**src/rtl/rr_merge_mux_pkg.sv**
```systemverilog
// Shared definitions for the round-robin merge multiplexer: arbitration mode
// encodings and the sizing helpers used by the top level and its FIFOs.
package rr_merge_mux_pkg;

   typedef enum int {
      RR_MODE_FIXED       = 0,
      RR_MODE_ROUND_ROBIN = 1
   } rr_mode_e;

   // Ceiling log2, never below 1 so that index ports always have a bit.
   function automatic int clog2(input int value);
      int result;
      result = 1;
      while ((1 << result) < value) result++;
      return result;
   endfunction

   function automatic int fifo_depth(input int log_len);
      return 1 << log_len;
   endfunction

endpackage

```
**src/rtl/rr_merge_mux_sync_fifo.sv**
```systemverilog
// First-word-fall-through FIFO with a registered occupancy count; a word
// written on one edge becomes visible at dout only after that edge.
module sync_fifo
   import rr_merge_mux_pkg::*;
#(
   parameter int bit_width = 15,
   parameter int addr_len  = 3
) (
   input  logic                 clk,
   input  logic                 rst,
   input  logic                 push,
   input  logic                 pop,
   input  logic [bit_width-1:0] din,
   output logic [bit_width-1:0] dout,
   output logic                 full,
   output logic                 empty
);

   localparam int depth = fifo_depth(addr_len);
   localparam logic [addr_len:0] count_full = (addr_len + 1)'(depth);
   localparam logic [addr_len:0] count_one  = (addr_len + 1)'(1);
   localparam logic [addr_len-1:0] ptr_one  = addr_len'(1);

   logic [bit_width-1:0] mem [depth];
   logic [addr_len-1:0]  wr_ptr;
   logic [addr_len-1:0]  rd_ptr;
   logic [addr_len:0]    count;
   logic                 do_push;
   logic                 do_pop;

   assign full    = (count == count_full);
   assign empty   = (count == '0);
   // A full FIFO refuses a push even if it is popped on the same edge.
   assign do_push = push && !full;
   assign do_pop  = pop && !empty;
   assign dout    = mem[rd_ptr];

   // NOTE: the storage array is deliberately not reset; count and pointers
   // alone decide which entries are live, and an unreset array can map to RAM.
   always_ff @(posedge clk) begin
      if (do_push) mem[wr_ptr] <= din;
   end

   // NOTE: sequential state uses non-blocking assignments so every register
   // samples pre-edge values regardless of statement order.
   always_ff @(posedge clk or posedge rst) begin
      if (rst) begin
         wr_ptr <= '0;
         rd_ptr <= '0;
         count  <= '0;
      end else begin
         if (do_push) wr_ptr <= wr_ptr + ptr_one;
         if (do_pop)  rd_ptr <= rd_ptr + ptr_one;
         case ({do_push, do_pop})
            2'b10:   count <= count + count_one;
            2'b01:   count <= count - count_one;
            default: count <= count;
         endcase
      end
   end

endmodule

```
**src/rtl/rr_merge_mux.sv**
```systemverilog
// Merges n_inputs valid-tagged word streams through per-channel FIFOs into a
// single registered output, arbitrating round-robin or by fixed priority.
module rr_merge_mux
   import rr_merge_mux_pkg::*;
#(
   parameter int word_width     = 16,
   parameter int val_bit        = 1,
   parameter int log_buffer_len = 3,
   parameter int n_inputs       = 4,
   parameter int rr_mode        = 1
) (
   input  logic                             clk,
   input  logic                             rst,
   input  logic                             busy,
   input  logic [n_inputs*word_width-1:0]   in,
   output logic [word_width-1:0]            out,
   output logic [clog2(n_inputs)-1:0]       src,
   output logic [n_inputs-1:0]              full,
   output logic [n_inputs-1:0]              ovf
);

   localparam int data_width = word_width - val_bit;
   localparam int src_width  = clog2(n_inputs);
   localparam bit use_rr     = (rr_mode == int'(RR_MODE_ROUND_ROBIN));

   typedef logic [src_width-1:0] idx_t;

   logic [n_inputs-1:0]   in_valid;
   logic [n_inputs-1:0]   fifo_full;
   logic [n_inputs-1:0]   fifo_empty;
   logic [n_inputs-1:0]   pop;
   logic [data_width-1:0] fifo_dout [n_inputs];

   idx_t                  prio_ptr;
   idx_t                  grant;
   logic                  grant_valid;
   logic                  out_valid;
   logic [data_width-1:0] out_data;

   for (genvar i = 0; i < n_inputs; i++) begin : g_chan
      assign in_valid[i] = in[i*word_width + word_width - 1];

      sync_fifo #(
         .bit_width (data_width),
         .addr_len  (log_buffer_len)
      ) u_fifo (
         .clk   (clk),
         .rst   (rst),
         .push  (in_valid[i]),
         .pop   (pop[i]),
         .din   (in[i*word_width +: data_width]),
         .dout  (fifo_dout[i]),
         .full  (fifo_full[i]),
         .empty (fifo_empty[i])
      );
   end

   assign full = fifo_full | {n_inputs{busy}};

   // Search upward from the priority pointer (or from 0 in fixed mode), wrapping.
   always_comb begin
      int idx;
      // NOTE: every combinational output gets a default before any branch,
      // so no path leaves a variable unassigned and no latch is inferred.
      grant       = '0;
      grant_valid = 1'b0;
      idx         = 0;
      for (int k = 0; k < n_inputs; k++) begin
         idx = use_rr ? int'(prio_ptr) + k : k;
         if (idx >= n_inputs) idx = idx - n_inputs;
         if (!grant_valid && !fifo_empty[idx]) begin
            grant_valid = 1'b1;
            grant       = idx_t'(idx);
         end
      end
   end

   always_comb begin
      pop = '0;
      if (grant_valid && !busy) pop[grant] = 1'b1;
   end

   always_ff @(posedge clk or posedge rst) begin
      if (rst) begin
         out_valid <= 1'b0;
         out_data  <= '0;
         src       <= '0;
         prio_ptr  <= '0;
         ovf       <= '0;
      end else begin
         out_valid <= |pop;
         if (|pop) begin
            out_data <= fifo_dout[grant];
            src      <= grant;
            if (use_rr)
               prio_ptr <= (grant == idx_t'(n_inputs - 1)) ? '0 : grant + idx_t'(1);
         end
         ovf <= ovf | (in_valid & fifo_full);
      end
   end

   // Valid flag on the MSB, data in the low bits, any extra validity bits zero.
   always_comb begin
      out                   = '0;
      out[word_width-1]     = out_valid;
      out[data_width-1:0]   = out_data;
   end

endmodule
```
**config.mk**
```make
export PLATFORM = sky130hd
export DESIGN_NAME = rr_merge_mux
export DESIGN_NICKNAME = d
export VERILOG_FILES = /design/src/rtl/rr_merge_mux_pkg.sv /design/src/rtl/rr_merge_mux_sync_fifo.sv /design/src/rtl/rr_merge_mux.sv
export SDC_FILE = /design/constraint.sdc
export NUM_CORES = 1
export LEC_CHECK = 0
export BUFFER_PORTS_ARGS = -buffer_cell sky130_fd_sc_hd__buf_4
export CAP_MARGIN = 20
export CORE_MARGIN = 2
export CORE_UTILIZATION = 55
export CTS_CLUSTER_DIAMETER = 50
export CTS_CLUSTER_SIZE = 8
export DETAILED_ROUTE_END_ITERATION = 8
export PLACE_DENSITY = 0.71
export SLEW_MARGIN = 20
export SYNTH_ARGS = -nofsm -noshare
export SYNTH_HDL_FRONTEND = slang
export SYNTH_SLANG_ARGS = --single-unit
export TNS_END_PERCENT = 30
```
**constraint.sdc**
```tcl
create_clock -name clk -period 3.6 [get_ports clk]
set_input_delay 0.54 -clock clk [delete_from_list [all_inputs] [get_ports clk]]
set_output_delay 0.54 -clock clk [all_outputs]
set_load 0.01 [all_outputs]
```
Word level (Yosys, flattened, before mapping):

Memory sizes are Yosys's and may differ from the RTL's.
Index checks and enable logic that the tools add are counted.

* reduce and logical (&&, ||, !) cells: 36
* bitwise operators: 4
* equal/unequal tests: 13
* $add $sub $neg: 24
* order comparisons: 11
* multiplexer cells: 43

Operator list (number)
* $lt 32x4->1 const B: 4
* $mux 32: 4
* $pmux 4 s2: 4
* $bmux 15 s2: 1
* $mux 15: 2
* $add 3x1->3 const B: 8
* $mux 1: 21
* $add 4x1->4 const B: 4
* $eq 4x4->1 const B: 4
* $logic_not 4->1: 4
* $sub 4x1->4 const B: 4
* $logic_not 1->1: 14
* $logic_and 1x1->1: 13
* $ge 3x3->1 const B: 4
* $sub 3x3->4 const B: 3
* $eq 2x2->1 const B: 5
* $mux 2: 5
* $bmux 1 s2: 4
* $eq 2x1->1 const B: 4
* $or 4x4->4: 2
* $reduce_bool 2->1: 4
* $add 2x2->3 const B: 2
* $and 4x4->4: 1
* $mux 4: 1
* other kinds (9): 9

* logic and storage cells: 152
* memories kept: 4
* RAM bits: 480
* bits in registers: 64

Memory list
* g_chan[0].u_fifo.mem: depth 8, width 15, rd ports 1, clocked after memory_dff 0, write ports 1, RTL line rr_merge_mux_sync_fifo.sv:24 `logic [bit_width-1:0] mem [depth];`
* g_chan[1].u_fifo.mem: depth 8, width 15, rd ports 1, clocked after memory_dff 0, write ports 1, RTL line rr_merge_mux_sync_fifo.sv:24
* g_chan[2].u_fifo.mem: depth 8, width 15, rd ports 1, clocked after memory_dff 0, write ports 1, RTL line rr_merge_mux_sync_fifo.sv:24
* g_chan[3].u_fifo.mem: depth 8, width 15, rd ports 1, clocked after memory_dff 0, write ports 1, RTL line rr_merge_mux_sync_fifo.sv:24

Longest topological paths before layout:

* depth after elaboration: 23
* gate-level depth with buffers: 16
* mapped depth without buffers: 13

Modules after synthesis:

From an unflattened synthesis, not the netlist that was laid out.

* cells, all modules: 1109
* area total of the unflattened synthesis: 22671.7 um^2

Modules (own cells, without submodules)
* sync_fifo: times used 4, area each 5272.6 um^2, cells an instance 241
* rr_merge_mux: times used 1, area each 1581.5 um^2, cells an instance 145

Worst setup path after synthesis:

OpenSTA, ideal clock, no wires.

* path kind: flip-flop to flip-flop
* from: register g_chan[1].u_fifo.count[0]
* to: register g_chan[3].u_fifo.count[2]
* setup time: 0.127 ns
* setup slack: -0.116 ns
* data required time: 3.473 ns
* buffers on the path: 2
* cell stages (with the launch flop): 16
* arrival time: 3.589 ns
* clock period less this slack: 3.716 ns
* cell sequence: dfrtp_1 nor4_1 and3b_1 o22ai_4 inv_2 buf_2 buf_2 ha_1 nor3b_1 ha_1 xor2_1 ha_1 a21oi_1 xor2_1 nor2_1 xor2_1

* longest elaborated chain between the ends: 21
* elaborated cells between the ends (all ways): 41
* those cells by class: order compare: 2; eq/ne: 2; mux: 24; reduce/logical: 13

Ends and longest elaborated chain
* start: declaration: RTL line rr_merge_mux_sync_fifo.sv:27 `logic [addr_len:0] count;`
* start signal: assignment: RTL line rr_merge_mux_sync_fifo.sv:55 `2'b10: count <= count + count_one;`
* start signal: assignment: RTL line rr_merge_mux_sync_fifo.sv:56 `2'b01: count <= count - count_one;`
* start signal: assignment: RTL line rr_merge_mux_sync_fifo.sv:57 `default: count <= count;`
* $logic_not 4->1 *: RTL line rr_merge_mux_sync_fifo.sv:32 `assign empty = (count == '0);`
* $bmux 1 s2: RTL line rr_merge_mux.sv:71 `if (!grant_valid && !fifo_empty[idx]) begin`
* $mux 1 (implied by the code) (2 in series): RTL line rr_merge_mux.sv:71
* $logic_not 1->1: RTL line rr_merge_mux.sv:71
* $logic_and 1x1->1: RTL line rr_merge_mux.sv:71
* $mux 1: RTL line rr_merge_mux.sv:71
* $logic_not 1->1: RTL line rr_merge_mux.sv:71
* $logic_and 1x1->1: RTL line rr_merge_mux.sv:71
* [... 5 more ...]
* $logic_and 1x1->1 (implied by the code): RTL line rr_merge_mux.sv:80 `if (grant_valid && !busy) pop[grant] = 1'b1;`
* $mux 1 (implied by the code): RTL line rr_merge_mux.sv:80
* $demux 1 s2: RTL line rr_merge_mux.sv:80
* $mux 4 *: RTL line rr_merge_mux.sv:80
* $logic_and 1x1->1 *: RTL line rr_merge_mux_sync_fifo.sv:35 `assign do_pop = pop && !empty;`
* named net g_chan[3].u_fifo.do_pop: RTL line rr_merge_mux_sync_fifo.sv:29 `logic do_pop;`
* $eq 2x1->1 or $eq 2x2->1 (tied branches): RTL line rr_merge_mux_sync_fifo.sv:54 `case ({do_push, do_pop})`
* $pmux 4 s2 or $reduce_bool 2->1 (tied branches)
* end signal: assignment: RTL line rr_merge_mux_sync_fifo.sv:55
* end signal: assignment: RTL line rr_merge_mux_sync_fifo.sv:56
* end signal: assignment: RTL line rr_merge_mux_sync_fifo.sv:57
* end: declaration: RTL line rr_merge_mux_sync_fifo.sv:27

Mark *: on every way through the listed nets, which the timed path passes. The rest lies on a longest branch. The select of a mux whose other input is x is not followed.
A chain may end at the register's enable or synchronous reset.

Worst setup path after layout:

* from: register g_chan[0].u_fifo.count[0]
* to: register g_chan[1].u_fifo.count[3]

* longest elaborated chain between the ends: 21
* elaborated cells between the ends (all ways): 41
* those cells by class: order compare: 2; eq/ne: 2; mux: 24; reduce/logical: 13

Ends and longest elaborated chain (RTL line)
* start: declaration: rr_merge_mux_sync_fifo.sv:27
* start signal: assignment: rr_merge_mux_sync_fifo.sv:55
* start signal: assignment: rr_merge_mux_sync_fifo.sv:56
* start signal: assignment: rr_merge_mux_sync_fifo.sv:57
* $logic_not 4->1 *: rr_merge_mux_sync_fifo.sv:32
* $bmux 1 s2: rr_merge_mux.sv:71
* $mux 1 (implied by the code) (2 in series): rr_merge_mux.sv:71
* $logic_not 1->1: rr_merge_mux.sv:71
* $logic_and 1x1->1: rr_merge_mux.sv:71
* $mux 1: rr_merge_mux.sv:71
* $logic_not 1->1: rr_merge_mux.sv:71
* $logic_and 1x1->1: rr_merge_mux.sv:71
* [... 5 more ...]
* $logic_and 1x1->1 (implied by the code): rr_merge_mux.sv:80
* $mux 1 (implied by the code): rr_merge_mux.sv:80
* $demux 1 s2: rr_merge_mux.sv:80
* $mux 4 *: rr_merge_mux.sv:80
* $logic_and 1x1->1 *: rr_merge_mux_sync_fifo.sv:35
* named net g_chan[1].u_fifo.do_pop: rr_merge_mux_sync_fifo.sv:29
* $eq 2x1->1 or $eq 2x2->1 (tied branches): rr_merge_mux_sync_fifo.sv:54
* $pmux 4 s2 or $reduce_bool 2->1 (tied branches)

Marked as above.

==> metrics <==
fraction of layout cells with a size suffix above 1 33.1%; Yosys cell types 48; number of synthesized flops with an enable pin 480; Via Count 10700; clock sink count 544; M1 GR Usage 31.7%; Internal Power 15.5 mW; Final period util 92.8%; IO Count 93; Clk Tree Root Cell clkbuf_16; Fill cells 2566; CTS Buf Count 78; Reg clk slew, reported paths 0.05 ns; status finished, final reports clean; most instantiated cells after synthesis edfxtp_1, mux4_2, nand2_1; Max Slew Vio Count 0; met3 GRT Util 4.69%; Leak Pwr 8.80 nW; vias in the first global route 11000; Cell Area, Synth 21700 sq um; critical setup path kind flop to flop; Max transition margin 36.7%; initial antenna violation count 0; PwrDens 878 nW/um^2; CTS tree yes; Starting DRT DRC Count 920; ANT nets after route 0; hold path cells 2; hpwl dp 27000 microns; Gate power share 30.4%; #FFs+latches synth 544; Arrival @ worst endpoint 3.80 ns; number of remaining DRC errors 0; Routed WL 43800 microns; Worst-Margin Slew 0.947 ns; Hold/Removal Path Class input port to flop; RSZ-0062 raised after global routing no; Vias/cell 5.87; final hold vios 0; Final Cell Area 25600 sq um; CTS max path bufs 3; Avg Cell Area, Syn 19.8 sq um; flop-to-flop setup slack 0.26 ns; final core utilization 66.2%; sw frac 31.1%; max_cap viols 0; share of the yosys chip area belonging to registers 73.9%; setup TNS 0 ns; CP endpoint kind flop; port bufs 92; share of flip-flops with an asynchronous set or reset 11.8%; Die X 203 microns; post-synthesis net count 1182; clock latency on the worst-skew pair 0.58 ns; placed instance area 23400 sq um; Synth area leaders edfxtp_1, mux4_2, dfrtp_1; FF-to-FF path depth 12; Area Growth Syn to Fin 18.2%; core area 38700 sq um; Final #Nets 1364; Worst Setup Start Kind flop; Synthesis Warnings 0; Max FO, Critical Path 31; most used routing layer met2; die height 203 microns; antenna cells 0; Switch Pwr 6.99 mW; total track usage 22.1%; Hold EP ovf[0]; Flop pwr share 40.2%; FP Rows 72; largest net degree at the start of global routing 37; iteration count of the initial detailed-routing pass 5; VDD IR max 0.000424 V; gr ovfl total 0; final setup vio count 0; Yosys top cell area share 66.5%; met2 Use GR 34.3%; Placed Cells 1709; Post-Syn Instances 1093; Crit path required time 4.06 ns; R2R Path End g_chan[1].u_fifo.count[3]; final std cells w/o fill 1829; clock share of power 29.4%; Worst R2R Start g_chan[0].u_fifo.count[0]; gpl congestion 0.768; drt wl/cell 23.9 microns; Starting Density 56.0%; Hold Crit Start in[15]; Synth Flop Type edfxtp_1; H-Tree Depth 3; final worst path period need 3.34 ns; Synth area leader edfxtp_1; global-route wire length before repair 66900 microns; die area 41000 sq um; clock skew 0.0168 ns; most common cell in the synthesized netlist edfxtp_1; f_max 299 MHz
-- worst max-delay path by stage --
stage                               from                   endpoint  depth (start not counted)  slack, ns
5_1_grt        g_chan[0].u_fifo.count[0]  g_chan[3].u_fifo.count[2]                         14       0.06
3_3_place_gp   g_chan[2].u_fifo.count[0]  g_chan[1].u_fifo.count[3]                         12       0.33
4_1_cts        g_chan[2].u_fifo.count[0]  g_chan[1].u_fifo.count[3]                         12       0.20
2_1_floorplan  g_chan[0].u_fifo.count[1]  g_chan[3].u_fifo.count[2]                         16       0.04
6_report       g_chan[0].u_fifo.count[0]  g_chan[1].u_fifo.count[3]                         12       0.26
3_5_place_dp   g_chan[2].u_fifo.count[0]  g_chan[1].u_fifo.count[3]                         12       0.20
-- worst max-delay path: stages (launching register included) --
cell     delay [ns]
dfrtp_1        0.48
nor4_4         0.46
o22ai_1        0.20
a211o_2        0.35
buf_4          0.25
nor3_2         0.29
ha_1           0.26
ha_1           0.24
a21o_1         0.18
a21oi_1        0.16
xnor2_1        0.14
nor2_1         0.07
xor2_1         0.14
-- cells in the final DEF (no fill, tap or decap), types with 21 or more instances in the layout --
cell type  count
buf_4        148
clkbuf_1      29
clkbuf_16     82
dfrtp_1       60
edfxtp_1     480
ha_1          21
mux2_2        40
mux2i_1       31
mux4_2       120
nand2_1       70
nor2_1        41
o211ai_1      30
-- metal layers --
layer / vias to the layer above / routed length, microns
li1: 4784 / -
met1: 5561 / 18900
met2: 324 / 21100
met3: 65 / 2810
met4: 0 / 971
met5: - / 0
-- power by group through the flow --
stage               combinational, mW  sequential [mW]  clock (mW)
finish                           6.85             9.04        6.61
detailed placement               6.88             9.16           0
CTS                              6.91             9.06        6.73
floorplan                        4.89             8.69           0
global route                     7.43             9.18        7.00
global placement                 6.77             9.10           0
-- sequential cells by signal (all words and copies together), names as in the netlist --
name                  cells
g_chan.u_fifo.wr_ptr     12
g_chan.u_fifo.count      16
out_data                 15
ovf                       4
src                       2
out_valid                 1
g_chan.u_fifo.rd_ptr     12
g_chan.u_fifo.mem       480
prio_ptr                  2
-- what timing repair did --
| action | in CTS | in global routing |
|---|---|---|
| endpoints found under the setup margin | 0 | 3 |
| buffers inserted | 0 | 2 |
| hold endpoints to repair | 12 | 0 |
| resized for setup | 0 | 1 |
| hold buffers | 1 | 0 |
-- cell families (layout without fill, tap and decap cells) --
logic type               count (synthesis)  after routing  share of synthesized area, %
multiplexers                           191            191                          16.0
AND/OR/NAND/NOR                        163            163                          3.73
XOR/XNOR                                33             33                          1.33
adder cells (fa/ha/maj)                 22             22                          1.30
buffers and inverters                   62            280                          1.16
AO/OA/AOI/OAI                           78             78                          2.62
flip-flops                             544            544                          73.9
-- layout make-up --
| cell class | instances | area [sq um] | area share, % |
|---|---|---|---|
| Clock buffer | 111 | 2160 | 8.43 |
| Timing Repair Buffer | 152 | 1180 | 4.59 |
| Sequential cell | 544 | 16000 | 62.5 |
| Clock inverter | 5 | 68.8 | 0.268 |
| Tap cell | 518 | 648 | 2.53 |
| Inverter | 12 | 45.0 | 0.176 |
| Multi-Input combinational cell | 487 | 5510 | 21.5 |
-- stage by stage --
| stage | hold slack [ns] | power [mW] | worst slack (ns) |
|---|---|---|---|
| final | 0.175 | 22.5 | 0.259 |
| after global routing | 0.167 | 23.6 | 0.0593 |
| after CTS | 0.149 | 22.7 | 0.201 |
| after detailed placement | 0.448 | 16.0 | 0.200 |
| after global placement | 0.443 | 15.9 | 0.326 |
| after floorplan | 0.474 | 13.6 | 0.0399 |
Note: power is estimated with default switching activity, not from simulation.
